`src/rtl/apb_gpio_param.sv`:
```
// APB GPIO block: NUM_PINS pins with direction, set/clear, synchronised inputs,
// per-pin rise/fall edge capture into a W1C status register and a level interrupt.
module apb_gpio_param #(
    parameter int NUM_PINS    = 8,
    parameter int WAIT_STATES = 0
) (
    input  logic                PCLK,
    input  logic                PRESETn,
    input  logic                PSEL,
    input  logic                PENABLE,
    input  logic                PWRITE,
    input  logic [7:0]          PADDR,
    input  logic [31:0]         PWDATA,
    input  logic [3:0]          PSTRB,
    output logic [31:0]         PRDATA,
    output logic                PREADY,
    output logic                PSLVERR,
    input  logic [NUM_PINS-1:0] gpio_in,
    output logic [NUM_PINS-1:0] gpio_out,
    output logic [NUM_PINS-1:0] gpio_oe,
    output logic                irq
);

    // state  | meaning
    // IDLE   | no transfer in progress
    // SETUP  | setup phase sampled; this cycle is the first access cycle
    // ACCESS | later access cycles (wait states / completion)
    typedef enum logic [1:0] {IDLE, SETUP, ACCESS} state_t;

    localparam logic [5:0] A_DOUT = 6'd0, A_DIR = 6'd1, A_DIN = 6'd2, A_IEN = 6'd3,
                           A_RISE = 6'd4, A_FALL = 6'd5, A_STAT = 6'd6, A_SET = 6'd7,
                           A_CLR = 6'd8;

    state_t              state;
    logic [1:0]          wait_cnt;
    logic [NUM_PINS-1:0] dout, dir, ien, rise, fall, stat;
    logic [NUM_PINS-1:0] sync1, din, din_prev;

    logic [5:0]          word;
    logic                setup_ph, access_ph, counting, load_rsp, err, do_write;
    logic [31:0]         rd_data, bmask;
    logic [NUM_PINS-1:0] wm, wbits, stat_set, stat_clr;
    logic                unused_bits;

    assign word      = PADDR[7:2];
    assign setup_ph  = PSEL && !PENABLE;
    assign access_ph = PSEL && PENABLE;
    assign counting  = (state != IDLE) && access_ph && !PREADY;
    assign load_rsp  = counting ? (wait_cnt == 2'd1) : (setup_ph && (WAIT_STATES == 0));
    assign do_write  = (state != IDLE) && PREADY && access_ph && PWRITE && !err;

    assign bmask       = {{8{PSTRB[3]}}, {8{PSTRB[2]}}, {8{PSTRB[1]}}, {8{PSTRB[0]}}};
    assign wm          = bmask[NUM_PINS-1:0];
    assign wbits       = PWDATA[NUM_PINS-1:0] & wm;
    assign unused_bits = ^{PWDATA, bmask};

    assign stat_set = (din & ~din_prev & rise) | (~din & din_prev & fall);
    assign stat_clr = (do_write && word == A_STAT) ? wbits : '0;

    assign gpio_out = dout;
    assign gpio_oe  = dir;

    always_comb begin
        err = 1'b0;
        if (PADDR[1:0] != 2'b00 || word > A_CLR)
            err = 1'b1;
        else if (PWRITE && word == A_DIN)
            err = 1'b1;
        else if (!PWRITE && (word == A_SET || word == A_CLR || PSTRB != 4'h0))
            err = 1'b1;
    end

    always_comb begin
        rd_data = '0;
        case (word)
            A_DOUT:  rd_data = 32'(dout);
            A_DIR:   rd_data = 32'(dir);
            A_DIN:   rd_data = 32'(din);
            A_IEN:   rd_data = 32'(ien);
            A_RISE:  rd_data = 32'(rise);
            A_FALL:  rd_data = 32'(fall);
            A_STAT:  rd_data = 32'(stat);
            default: rd_data = '0;
        endcase
    end

    // Response is registered one edge ahead so it is presented in the completion cycle.
    always_ff @(posedge PCLK or posedge PRESETn) begin
        if (PRESETn) begin
            state    <= IDLE;
            wait_cnt <= '0;
            PREADY   <= 1'b0;
            PSLVERR  <= 1'b0;
            PRDATA   <= '0;
        end else begin
            PREADY  <= 1'b0;
            PSLVERR <= 1'b0;
            PRDATA  <= '0;
            if (counting) begin
                state    <= ACCESS;
                wait_cnt <= wait_cnt - 2'd1;
            end else if (setup_ph) begin
                state    <= SETUP;
                wait_cnt <= 2'(WAIT_STATES);
            end else begin
                state <= IDLE;
            end
            if (load_rsp) begin
                PREADY  <= 1'b1;
                PSLVERR <= err;
                PRDATA  <= (err || PWRITE) ? '0 : rd_data;
            end
        end
    end

    always_ff @(posedge PCLK or posedge PRESETn) begin
        if (PRESETn) begin
            dout     <= '0;
            dir      <= '0;
            ien      <= '0;
            rise     <= '0;
            fall     <= '0;
            stat     <= '0;
            sync1    <= '0;
            din      <= '0;
            din_prev <= '0;
            irq      <= 1'b0;
        end else begin
            sync1    <= gpio_in;
            din      <= sync1;
            din_prev <= din;
            if (do_write) begin
                case (word)
                    A_DOUT:  dout <= (dout & ~wm) | wbits;
                    A_DIR:   dir  <= (dir  & ~wm) | wbits;
                    A_IEN:   ien  <= (ien  & ~wm) | wbits;
                    A_RISE:  rise <= (rise & ~wm) | wbits;
                    A_FALL:  fall <= (fall & ~wm) | wbits;
                    A_SET:   dout <= dout | wbits;
                    A_CLR:   dout <= dout & ~wbits;
                    default: ;
                endcase
            end
            // a new edge event beats a coincident clear
            stat <= (stat & ~stat_clr) | stat_set;
            irq  <= |(stat & ien);
        end
    end

endmodule

```
`config.mk`:
```
export PLATFORM = sky130hd
export DESIGN_NAME = apb_gpio_param
export DESIGN_NICKNAME = d
export VERILOG_FILES = /design/src/rtl/apb_gpio_param.sv
export SDC_FILE = /design/constraint.sdc
export NUM_CORES = 1
export LEC_CHECK = 0
export ABC_CLOCK_PERIOD_IN_PS = 7000
export CELL_PAD_IN_SITES_DETAIL_PLACEMENT = 2
export CELL_PAD_IN_SITES_GLOBAL_PLACEMENT = 2
export CORE_AREA = 2 2 133 96
export CTS_CLUSTER_SIZE = 30
export DETAILED_ROUTE_END_ITERATION = 12
export DIE_AREA = 0 0 135 98
export HOLD_SLACK_MARGIN = 0.02
export PLACE_DENSITY = 0.95
export SYNTH_ARGS = -nofsm -noshare
export SYNTH_HDL_FRONTEND = slang
export SYNTH_SLANG_ARGS = --single-unit
```
`constraint.sdc`:
```
create_clock -name PCLK -period 7 [get_ports PCLK]
set_input_delay 1.4 -clock PCLK [delete_from_list [all_inputs] [get_ports PCLK]]
set_output_delay 1.4 -clock PCLK [all_outputs]
set_load 0.03 [all_outputs]
```
-- Word level (Yosys, flattened, before mapping)
Index checks and enable logic that the tools add are counted.
- input port bits: 57
- word-level logic and storage cells: 98
- register bits: 111
- output and inout bits: 51
- magnitude comparators: 1
- equal/unequal tests: 9
- $add $sub $neg: 1
- multiplexer cells: 15
- bitwise operators: 26
- reduce and logical (&&, ||, !) cells: 31
- operators by type and width (kind ; number):
    $and A8 B8 Y8 ; 13
    $mux W32 ; 2
    $or A8 B8 Y8 ; 8
    $pmux W8 S7 ; 1
    $not A8 Y8 ; 5
    $eq A6 B3 Y1 const B ; 4
    $pmux W8 S3 ; 1
    $eq A6 B2 Y1 const B ; 2
    $logic_and A1 B1 Y1 ; 11
    $reduce_and A2 Y1 ; 5
    $mux W8 ; 1
    $reduce_or A8 Y1 ; 1
    $mux W1 ; 7
    $eq A6 B1 Y1 const B ; 1
    $eq A6 B4 Y1 const B ; 1
    $gt A6 B4 Y1 const B ; 1
    $logic_not A6 Y1 ; 1
    $mux W2 ; 3
    $reduce_bool A2 Y1 ; 3
    $logic_not A1 Y1 ; 4
    $logic_or A1 B1 Y1 ; 4
    $reduce_bool A4 Y1 ; 1
    $reduce_bool A3 Y1 ; 1
    $eq A2 B1 Y1 const B ; 1
    $sub A2 B1 Y2 const B ; 1

-- Logic depth before layout (Yosys ltp)
Gate-level depths: netlist of run 1.
- depth in word-level cells: 14
- gate-level depth with buffers: 7
- mapped depth without buffers: 7

-- Least setup slack after synthesis of run 1
OpenSTA, ideal clock, no wires.
- path type: input to register
- from: in PADDR[1]
- to: reg (tool-made name)
- library setup time: 0.125 ns
- path slack: 4.049 ns
- data arrival time: 2.826 ns
- stages: 6
- cell sequence: or4_4 nor3_2 and2_4 buf_12 nand2_8 mux2_4
- RTL lines (item ; line ; source):
    from (decl) ; 12 ; input logic [7:0] PADDR,

-- Final worst setup path of run 1
- from: in PADDR[3]
- to: reg PRDATA[7]
- cells in the longest elaborated chain, start to end: 10
- RTL lines (item ; line ; source):
    $eq A6 B3 Y1 or $eq A6 B4 Y1 (tied branches) ; 69 ; else if (!PWRITE && (word == A_SET || word == A_CLR || PSTRB != 4'h0))
    $logic_or A1 B1 Y1 (2 in series) ; 69 ;
    $logic_and A1 B1 Y1 ; 69 ;
    $mux W1 ; 69 ;
    $mux W1 ; 67 ; else if (PWRITE && word == A_DIN)
    $mux W1 ; 65 ; if (PADDR[1:0] != 2'b00 || word > A_CLR)
    $logic_or A1 B1 Y1 ; 111 ; PRDATA <= (err || PWRITE) ? '0 : rd_data;
    $mux W32 (*) ; 111 ;
    $mux W32 (*) ; 108 ; if (load_rsp) begin
    to (signal assigned) ; 111 ;
    to (decl) ; 15 ; output logic [31:0] PRDATA,
Every way passes the cells marked *; elsewhere a longest branch is shown, timed or not.
A chain may end at the register's enable or synchronous reset.

==> key figures, run 1 <==
Status
  • Status: complete, no violations

STA
  • Tmin final: around 3700 ps
  • Slew headroom: 0.104
  • Period utilization: 0.532
  • Setup TNS: 0 ps
  • Max Slew Vio Count: 0
  • Worst-Margin Slew: 1330 ps
  • Fin. Hold Viols: 0
  • Fin worst setup slack: between 3000 and 4000 ps
  • Final setup fails: 0
  • RSZ-0062 raised after global routing: no
  • Clock Skew: just over 9 ps
  • Fmax: approximately 0.27 GHz
  • Hold slack final: 349 ps

Global route
  • Global Route met3 Usage: 0.0623
  • M1 GR Usage: 0.250
  • Busiest layer in global routing: met2
  • First-pass GRT wire length: 19,600 um
  • Vias in the first global route: about 3,200
  • Initial antenna violation count: 0
  • All-Layer GR Usage: 0.200
  • Total gr overflow: 0
  • Met2 usage: 0.333
  • Largest net degree at the start of global routing: 88

Worst setup path
  • Critical Path Max Stage Delay: 860 ps
  • Worst EP arrival: 3970 ps
  • Worst path required time: 7250 ps
  • Largest fanout on the critical path: 8
  • CP Cell Sequence: clkdlybuf4s50_1 > or4b_1 > nor2_1 > a22oi_1 > a31oi_1
  • Worst setup EP type: register
  • Critical path type: in2reg
  • Startpoint types: primary input
  • Worst path slowest cell: nor2_1

Floorplan
  • Die Ht: slightly below 100 um
  • FP Rows: 34
  • Die area: approximately 13,000 sq um
  • Die width: approximately 140 um
  • Initial Utilization: 0.332
  • Ports: about 110
  • Core Region: around 12,000 sq um

Power and ir drop
  • Pwr Total: 1.20 mW
  • PD cells: 238 nW/um^2
  • Pleak: around 2.3 nW
  • IR drop worst, VDD: 108 uV

Synth
  • Mapped Area: 4010 sq um
  • EDFF count, synth: 0
  • Synth Instances: around 320
  • Flops & latches, synth: 87
  • Most used DFF post-synth: dfrtp_1
  • Seq/Total Area, Yosys: 0.543
  • FFs w/ async S/R, synth: 1.00
  • Post-synth cell types: 48
  • Ys Warns: 0
  • Syn_area_per_cell: approximately 13 sq um

Clock tree
  • CTS tree: yes
  • Setup Fix Bufs, Post-CTS: 0
  • Resize count post-CTS: 0
  • Clk slew on worst S/H paths: ~60 ps
  • Worst-Skew Late Latency: approximately 350 ps
  • H-tree depth: 3
  • CTS root buf: clkbuf_16
  • Hold-fix buffers, CTS: 0
  • CTS Buf Count: 9
  • Clock Sinks: between 80 and 90
  • CTS Buffer Depth: 2

Finish
  • ANT cells: 0
  • Most frequent cells in the layout: dfrtp_1, clkdlybuf4s50_1, nand2_1, mux2_4, conb_1
  • Layout cells sized above 1: 0.174
  • Area delta synth->final: 25.7%
  • Final core utilization: 0.417
  • Layout Cells excl Fill: between 500 and 600
  • Nets@finish: around 440
  • Most common cell after layout, fill and taps aside: dfrtp_1
  • Finished Cell Area: 5040 sq um

Detailed routing
  • DRT Pass-1 Iters: 5
  • Routed wire per std cell: about 23 um
  • Routed wire length: roughly 13,000 um
  • Vias: between 2,000 and 3,000
  • Via density: around 5.3
  • Residual DRC count: 0
  • 1st-iter DRT viols: 261
  • ANT nets after route: 0

Place
  • DP HPWL: ~8400 um
  • Area after DPL: ~4700 sq um
  • Dpl cells: 531
  • DP Worst Slack: between 3000 and 4000 ps
  • Placer's final routability congestion estimate: around 0.8
  • Port Buffer Count: between 50 and 60

Hold path
  • Hold crit path type: reg2reg

Flow run
  • Max-Cap Viols: 0
## power by group
| part | switching, mW | internal (mW) |
|---|---|---|
| Sequential | 0.00629 | 0.513 |
| Combinational | 0.0544 | 0.0254 |
| Clock | 0.197 | 0.404 |
| Total | 0.258 | 0.942 |
## Yosys cell counts (2+ instances only)
library cell  count  area [sq um]
a21oi_1           2          10.0
a222oi_1          8          80.1
a22oi_1          20           150
a31oi_1           8          50.1
buf_2             2          10.0
buf_4            26           195
dfrtp_1          87          2180
inv_1             5          18.8
mux2_4           32           480
nand2_1          38           143
nand2_8           4          80.1
nand2b_1          2          12.5
nand3_1          11          55.1
nand3b_1          7          52.6
nor2_1           13          48.8
nor2_8            2          40.0
nor3_2            2          20.0
o211ai_1          8          60.1
o21ai_0          10          50.1
or2_1             2          12.5
## cells by family (layout without fill, tap and decap cells)
logic type      after synthesis  count (layout)  synth area share
other cells                   1              24          0.000935
fa+ha+maj                     1               1           0.00312
simple gates                 97              97             0.155
flops                        87              87             0.543
compound gates               62              62             0.111
mux                          33              33             0.123
buf+inv                      36              81            0.0646
## final timing paths
| kind | startpoint | endpoint | slack (ps) | cells past startpoint |
|---|---|---|---|---|
| setup reg to reg | state[1]$_DFF_PP0_ | gpio_out[2]$_DFFE_PP0P_ | 4790 | 5 |
| max in group asynchronous | PRESETn | asynchronous set/reset pin | 4490 | 3 |
| min in group asynchronous | PRESETn | din[3]$_DFF_PP0_ | 1770 | 3 |
| hold / removal | sync1[0]$_DFF_PP0_ | din[0]$_DFF_PP0_ | 350 | 0 |
| hold reg to reg | sync1[0]$_DFF_PP0_ | din[0]$_DFF_PP0_ | 350 | 0 |
| setup / recovery | PADDR[3] | PRDATA[7]$_DFF_PP0_ | 3280 | 5 |
## final cells by class
type,instances,area (sq um)
fill,1211,7040
sequential,87,2180
multi-input combinational,217,1660
timing repair buffer,60,598
clock buffer,11,253
tap,162,203
clock inverter,5,128
inverter,5,20.0
## critical path, delay by kind of cell
family	cells	cell delay (ps)
AOI/OAI and AO/OA	2	460
and+or+nand+nor	2	1380
buffers and inverters	1	720
## layer usage
| metal | share of wire | wire length (um) | vias up |
|---|---|---|---|
| li1 | - | - | 1226 |
| met1 | 0.41 | 5130 | 1528 |
| met2 | 0.51 | 6380 | 93 |
| met3 | 0.059 | 738 | 29 |
| met4 | 0.021 | 266 | 0 |
| met5 | 0 | 0 | - |
No activity file was read; power rests on OpenSTA's default activity.
==> run 2, diff against run 1 <==
==> config.mk (replaced) <==
export PLATFORM = sky130hd
export DESIGN_NAME = apb_gpio_param
export DESIGN_NICKNAME = d
export VERILOG_FILES = /design/src/rtl/apb_gpio_param.sv
export SDC_FILE = /design/constraint.sdc
export NUM_CORES = 1
export LEC_CHECK = 0
export ABC_CLOCK_PERIOD_IN_PS = 3200
export CELL_PAD_IN_SITES_DETAIL_PLACEMENT = 2
export CELL_PAD_IN_SITES_GLOBAL_PLACEMENT = 2
export CORE_AREA = 2 2 147 106
export CTS_CLUSTER_SIZE = 30
export DETAILED_ROUTE_END_ITERATION = 12
export DIE_AREA = 0 0 149 108
export HOLD_SLACK_MARGIN = 0.02
export PLACE_DENSITY = 0.85
export SYNTH_ARGS = -nofsm -noshare
export SYNTH_HDL_FRONTEND = slang
export SYNTH_SLANG_ARGS = --single-unit
==> constraint.sdc (replaced) <==
create_clock -name PCLK -period 3.2 [get_ports PCLK]
set_input_delay 0.64 -clock PCLK [delete_from_list [all_inputs] [get_ports PCLK]]
set_output_delay 0.64 -clock PCLK [all_outputs]
set_load 0.03 [all_outputs]
==> run 2 against run 1 <==
Effect of this change:
- largest cell class unchanged
- non-clock buffer count rose by 8
- sequential share of layout area fell by 0.57 points
- register-to-register slack got worse by 3500 ps
- sequential power rose by 120%
- global-route usage fell by 4.4 points
- clock skew fell by 2.0 ps
- core utilization fell by 6.6 points
- sequential cell count did not move
==> key figures, run 2 (synthesis gave the netlist of run 1 again) <==
Worst setup path
  • Critical R2R Capture: PRDATA[1]$_DFF_PP0_
  • Critical path type: in2reg
  • Reg2Reg Depth: 7
  • Worst path slowest cell: a2111o_1
  • Crit. Startpoint: PADDR[4]
  • Startpoint types: primary input
  • Critical Path Max Stage Delay: 630 ps
  • CP Cell Sequence: clkdlybuf4s50_1 > or3_4 > o21ai_1 > nand2_1 > a2111o_1 > a31oi_1
  • Reg2Reg Setup Slack: about 1300 ps
  • Largest fanout on the critical path: 8
  • Worst path required time: ~3500 ps
  • Worst EP arrival: between 2000 and 3000 ps
  • Worst setup EP type: register
  • Reg2Reg Launch Point: wait_cnt[1]$_DFFE_PP0P_

Place
  • DP HPWL: between 8000 and 9000 um
  • DP Worst Slack: around 270 ps
  • Port Buffer Count: approximately 60
  • Placer's final routability congestion estimate: slightly below 0.8

Detailed routing
  • DRT Pass-1 Iters: 4
  • Via density: a little under 5
  • Routed wire length: 11,700 um
  • Vias: ~2,800
  • Residual DRC count: 0
  • Routed wire per std cell: around 20 um
  • ANT nets after route: 0
  • 1st-iter DRT viols: 152

Power and ir drop
  • Pwr Total: about 2.5 mW
  • Int Pwr: 1.91 mW
  • Sequential share of power: 0.456
  • Share of power burned in the clock network: 0.473
  • IR drop worst, VDD: 246 uV
  • Net Sw Power: 575 uW
  • Switching share of power: 0.231
  • PD cells: about 490 nW/um^2
  • Pleak: between 2 and 2.5 nW
  • Combinational power share: 0.071

STA
  • RSZ-0062 raised after global routing: no
  • Fin worst setup slack: 646 ps
  • Clock Skew: between 7 and 8 ps
  • Max Slew Vio Count: 0
  • Tmin final: roughly 2600 ps
  • Final setup fails: 0
  • Setup TNS: 0 ps
  • Worst-Margin Slew: about 600 ps
  • Fin. Hold Viols: 0
  • Slew headroom: 0.591
  • Period utilization: 0.798
  • Fmax: just under 0.4 GHz

Clock tree
  • Resize count post-CTS: 0
  • H-tree depth: 3
  • Setup Fix Bufs, Post-CTS: 0
  • Clk slew on worst S/H paths: roughly 70 ps
  • Clock Sinks: a little under 90
  • CTS root buf: clkbuf_16
  • CTS Buf Count: 9
  • CTS Buffer Depth: 2
  • CTS tree: yes
  • Worst-Skew Late Latency: 350 ps
  • Hold-fix buffers, CTS: 0

Global route
  • Largest net degree at the start of global routing: 55
  • Total gr overflow: 0
  • All-Layer GR Usage: 0.156
  • Vias in the first global route: approximately 3,200
  • First-pass GRT wire length: around 19,000 um
  • Initial antenna violation count: 0

Finish
  • ANT cells: 0
  • Nets@finish: 446
  • Area delta synth->final: 27.3%
  • Most frequent cells in the layout: dfrtp_1, clkdlybuf4s50_1, nand2_1, mux2_4, conb_1
  • Final core utilization: 0.351
  • Layout cells sized above 1: 0.188
  • Most common cell after layout, fill and taps aside: dfrtp_1

Hold path
  • Hold path cells: 0
  • Hold crit path type: reg2reg
  • Hold Path Sink: din[6]$_DFF_PP0_
  • Worst hold path startpoint: sync1[6]$_DFF_PP0_

Floorplan
  • FP Rows: 37
  • Die Ht: approximately 110 um
  • Core Region: around 15,000 sq um
  • Die area: ~16,000 sq um
  • Die width: approximately 150 um
  • Initial Utilization: 0.276
  • Ports: roughly 110

Status
  • Status: complete, no violations

Flow run
  • Max-Cap Viols: 0
==> run 2: area by class of cell <==
cell class	instances	area (sq um)
clock buffer	12	256
timing repair buffer	68	671
multi-input combinational	217	1660
sequential	87	2180
inverter	5	20.0
fill	1546	9430
tap	195	244
clock inverter	4	77.6
==> run 2: worst max path at each step <==
stage,to,cells past startpoint,slack (ps)
after floorplan,PRDATA[0]$_DFF_PP0_,1,310
after global placement,PRDATA[7]$_DFF_PP0_,6,370
after detailed placement,PRDATA[3]$_DFF_PP0_,6,270
after CTS,PRDATA[3]$_DFF_PP0_,6,640
after global routing,PRDATA[7]$_DFF_PP0_,6,510
final,PRDATA[1]$_DFF_PP0_,6,650
==> run 2: routing by layer <==
layer	vias to the layer above	share of wire	wire length, um	track usage
li1	1255	-	-	-
met1	1489	0.42	4950	0.191
met2	78	0.50	5860	0.269
met3	12	0.066	768	0.0481
met4	0	0.0089	104	0.0401
met5	-	0	0	0
==> run 2: power groups by stage <==
stage / registers (mW) / logic [mW] / clock network (mW)
after floorplan: 1.15 / 0.117 / 0
after CTS: 1.13 / 0.179 / 1.21
after detailed placement: 1.15 / 0.178 / 0
after global placement: 1.15 / 0.169 / 0
after global routing: 1.14 / 0.192 / 1.25
final: 1.13 / 0.176 / 1.18
==> run 2: metrics by stage <==
step | instance area (sq um) | hold WS [ps] | cells
CTS | 5100 | 355 | 588
global placement | 4770 | 337 | 572
floorplan | 4100 | 331 | 340
finish | 5100 | 352 | 588
global route | 5100 | 370 | 588
detailed placement | 4770 | 340 | 572
==> run 2: critical path: cells and delay by family <==
kind,cells,cell delay (ps)
compound gates,3,1090
buf+inv,1,500
simple gates,2,570
==> run 3, diff against run 2 <==
==> config.mk (replaced) <==
export PLATFORM = sky130hd
export DESIGN_NAME = apb_gpio_param
export DESIGN_NICKNAME = d
export VERILOG_FILES = /design/src/rtl/apb_gpio_param.sv
export SDC_FILE = /design/constraint.sdc
export NUM_CORES = 1
export LEC_CHECK = 0
export ABC_CLOCK_PERIOD_IN_PS = 2700
export CELL_PAD_IN_SITES_DETAIL_PLACEMENT = 2
export CELL_PAD_IN_SITES_GLOBAL_PLACEMENT = 2
export CORE_AREA = 2 2 139 101
export CTS_CLUSTER_SIZE = 30
export DETAILED_ROUTE_END_ITERATION = 12
export DIE_AREA = 0 0 141 103
export HOLD_SLACK_MARGIN = 0.02
export PLACE_DENSITY = 0.89
export SYNTH_ARGS = -nofsm -noshare
export SYNTH_HDL_FRONTEND = slang
export SYNTH_SLANG_ARGS = --single-unit
==> constraint.sdc (replaced) <==
create_clock -name PCLK -period 2.7 [get_ports PCLK]
set_input_delay 0.54 -clock PCLK [delete_from_list [all_inputs] [get_ports PCLK]]
set_output_delay 0.54 -clock PCLK [all_outputs]
set_load 0.03 [all_outputs]
==> run 3 against run 2 <==
Effect of this change:
- sequential share of layout area decreased by 0.15 points
- register-to-register slack got worse by 430 ps
- largest cell class unchanged
- sequential power increased by 19%
- largest power group is now sequential cells
- wire length increased by 2.7%
==> key figures, run 3 (synthesis gave the netlist of run 1 again) <==
Status
  • Status: complete, no violations

Place
  • DP HPWL: 8620 um
  • Dpl cells: 560
  • Area after DPL: 4850 sq um
  • Placer's final routability congestion estimate: around 0.8
  • Port Buffer Count: just under 60

Power and ir drop
  • Net Sw Power: 672 uW
  • Sequential share of power: 0.494
  • Combinational power share: 0.080
  • Share of power burned in the clock network: 0.426
  • Switching share of power: 0.247
  • Pleak: 2.31 nW
  • PD cells: 532 nW/um^2
  • IR drop worst, VDD: approximately 300 uV
  • Int Pwr: about 2.1 mW

Worst setup path
  • Largest fanout on the critical path: 8
  • Worst EP arrival: approximately 2500 ps
  • Reg2Reg Setup Slack: 890 ps
  • Worst setup EP type: register
  • Worst path required time: ~2900 ps
  • Startpoint types: primary input
  • Critical path type: in2reg

Detailed routing
  • Routed wire per std cell: approximately 21 um
  • Residual DRC count: 0
  • ANT nets after route: 0
  • Routed wire length: between 10,000 and 15,000 um
  • 1st-iter DRT viols: roughly 170
  • DRT Pass-1 Iters: 7
  • Vias: ~2,900
  • Via density: ~5.1

Floorplan
  • Initial Utilization: 0.300
  • FP Rows: 36
  • Core Region: between 10,000 and 15,000 sq um
  • Die width: 141 um
  • Die area: approximately 15,000 sq um
  • Die Ht: between 100 and 150 um
  • Ports: 108

STA
  • Clock Skew: about 6.4 ps
  • Hold slack final: roughly 350 ps
  • Final setup fails: 0
  • Tmin final: between 2000 and 2500 ps
  • RSZ-0062 raised after global routing: no
  • Period utilization: 0.843
  • Fin. Hold Viols: 0
  • Slew headroom: 0.624
  • Max Slew Vio Count: 0
  • Setup TNS: 0 ps
  • Fmax: 0.439 GHz
  • Worst-Margin Slew: 563 ps

Clock tree
  • CTS root buf: clkbuf_16
  • H-tree depth: 3
  • Clock Sinks: a little under 90
  • Clk slew on worst S/H paths: ~60 ps
  • CTS tree: yes
  • CTS Buffer Depth: 2
  • Setup Fix Bufs, Post-CTS: 0
  • CTS Buf Count: 9
  • Resize count post-CTS: 0
  • Hold-fix buffers, CTS: 0
  • Worst-Skew Late Latency: 340 ps

Finish
  • Most frequent cells in the layout: dfrtp_1, clkdlybuf4s50_1, nand2_1, mux2_4, conb_1
  • Most common cell after layout, fill and taps aside: dfrtp_1
  • ANT cells: 0
  • Fillers: around 1,400
  • Nets@finish: approximately 460
  • Area delta synth->final: 27.8%
  • Layout cells sized above 1: 0.212
  • Layout Cells excl Fill: 576
  • Finished Cell Area: roughly 5100 sq um
  • Register area: about 2200 sq um
  • Area occupied by multi-input gates: ~1700 sq um

Global route
  • Vias in the first global route: approximately 3,400
  • Initial antenna violation count: 0
  • Total gr overflow: 0
  • All-Layer GR Usage: 0.177
  • Largest net degree at the start of global routing: between 50 and 60
  • First-pass GRT wire length: between 15,000 and 20,000 um

Flow run
  • Max-Cap Viols: 0

Hold path
  • Hold crit path type: reg2reg
## run 3: critical path: stages
cell and delay (ps):
clkdlybuf4s50_1 430, or4_4 570, nor3_2 170, and2_4 310
nand2_8 150, mux2_4 330
## run 3: cell type report
cell class / instances / share of cell area
clock buffer: 11 / 0.0474
clock inverter: 5 / 0.00660
inverter: 5 / 0.00440
multi-input combinational: 217 / 0.324
sequential: 87 / 0.425
tap: 171 / 0.0418
timing repair buffer: 80 / 0.151
## run 3: path summary, 6_finish.rpt
path	start	end	depth (start not counted)
max	PADDR[1]	register	6
min	sync1[2]$_DFF_PP0_	din[2]$_DFF_PP0_	0
max reg2reg	wait_cnt[1]$_DFFE_PP0P_	PRDATA[7]$_DFF_PP0_	8
min reg2reg	sync1[2]$_DFF_PP0_	din[2]$_DFF_PP0_	0
max in group asynchronous	PRESETn	PRDATA[3]$_DFF_PP0_	3
min in group asynchronous	PRESETn	sync1[5]$_DFF_PP0_	2
## run 3: routing by layer
metal,GRT usage,part of all wire,up-vias
met5,0,0,-
met4,0.0415,0.0083,0
met3,0.0446,0.056,10
met2,0.314,0.51,89
met1,0.222,0.43,1539
li1,-,-,1272
## run 3: per-stage QoR
stage,setup slack (ps),util,power [mW]
after CTS,418,0.383,2.76
after global routing,294,0.383,2.82
after global placement,93.1,0.362,1.58
final,423,0.383,2.73
after floorplan,609,-,1.51
after detailed placement,59.1,0.362,1.59
## run 3: power groups by stage
stage | registers [mW] | clock network (mW) | logic, mW
2_1_floorplan | 1.37 | 0 | 0.139
3_3_place_gp | 1.37 | 0 | 0.209
3_5_place_dp | 1.37 | 0 | 0.220
4_1_cts | 1.35 | 1.19 | 0.222
5_1_grt | 1.35 | 1.24 | 0.239
6_report | 1.35 | 1.16 | 0.219
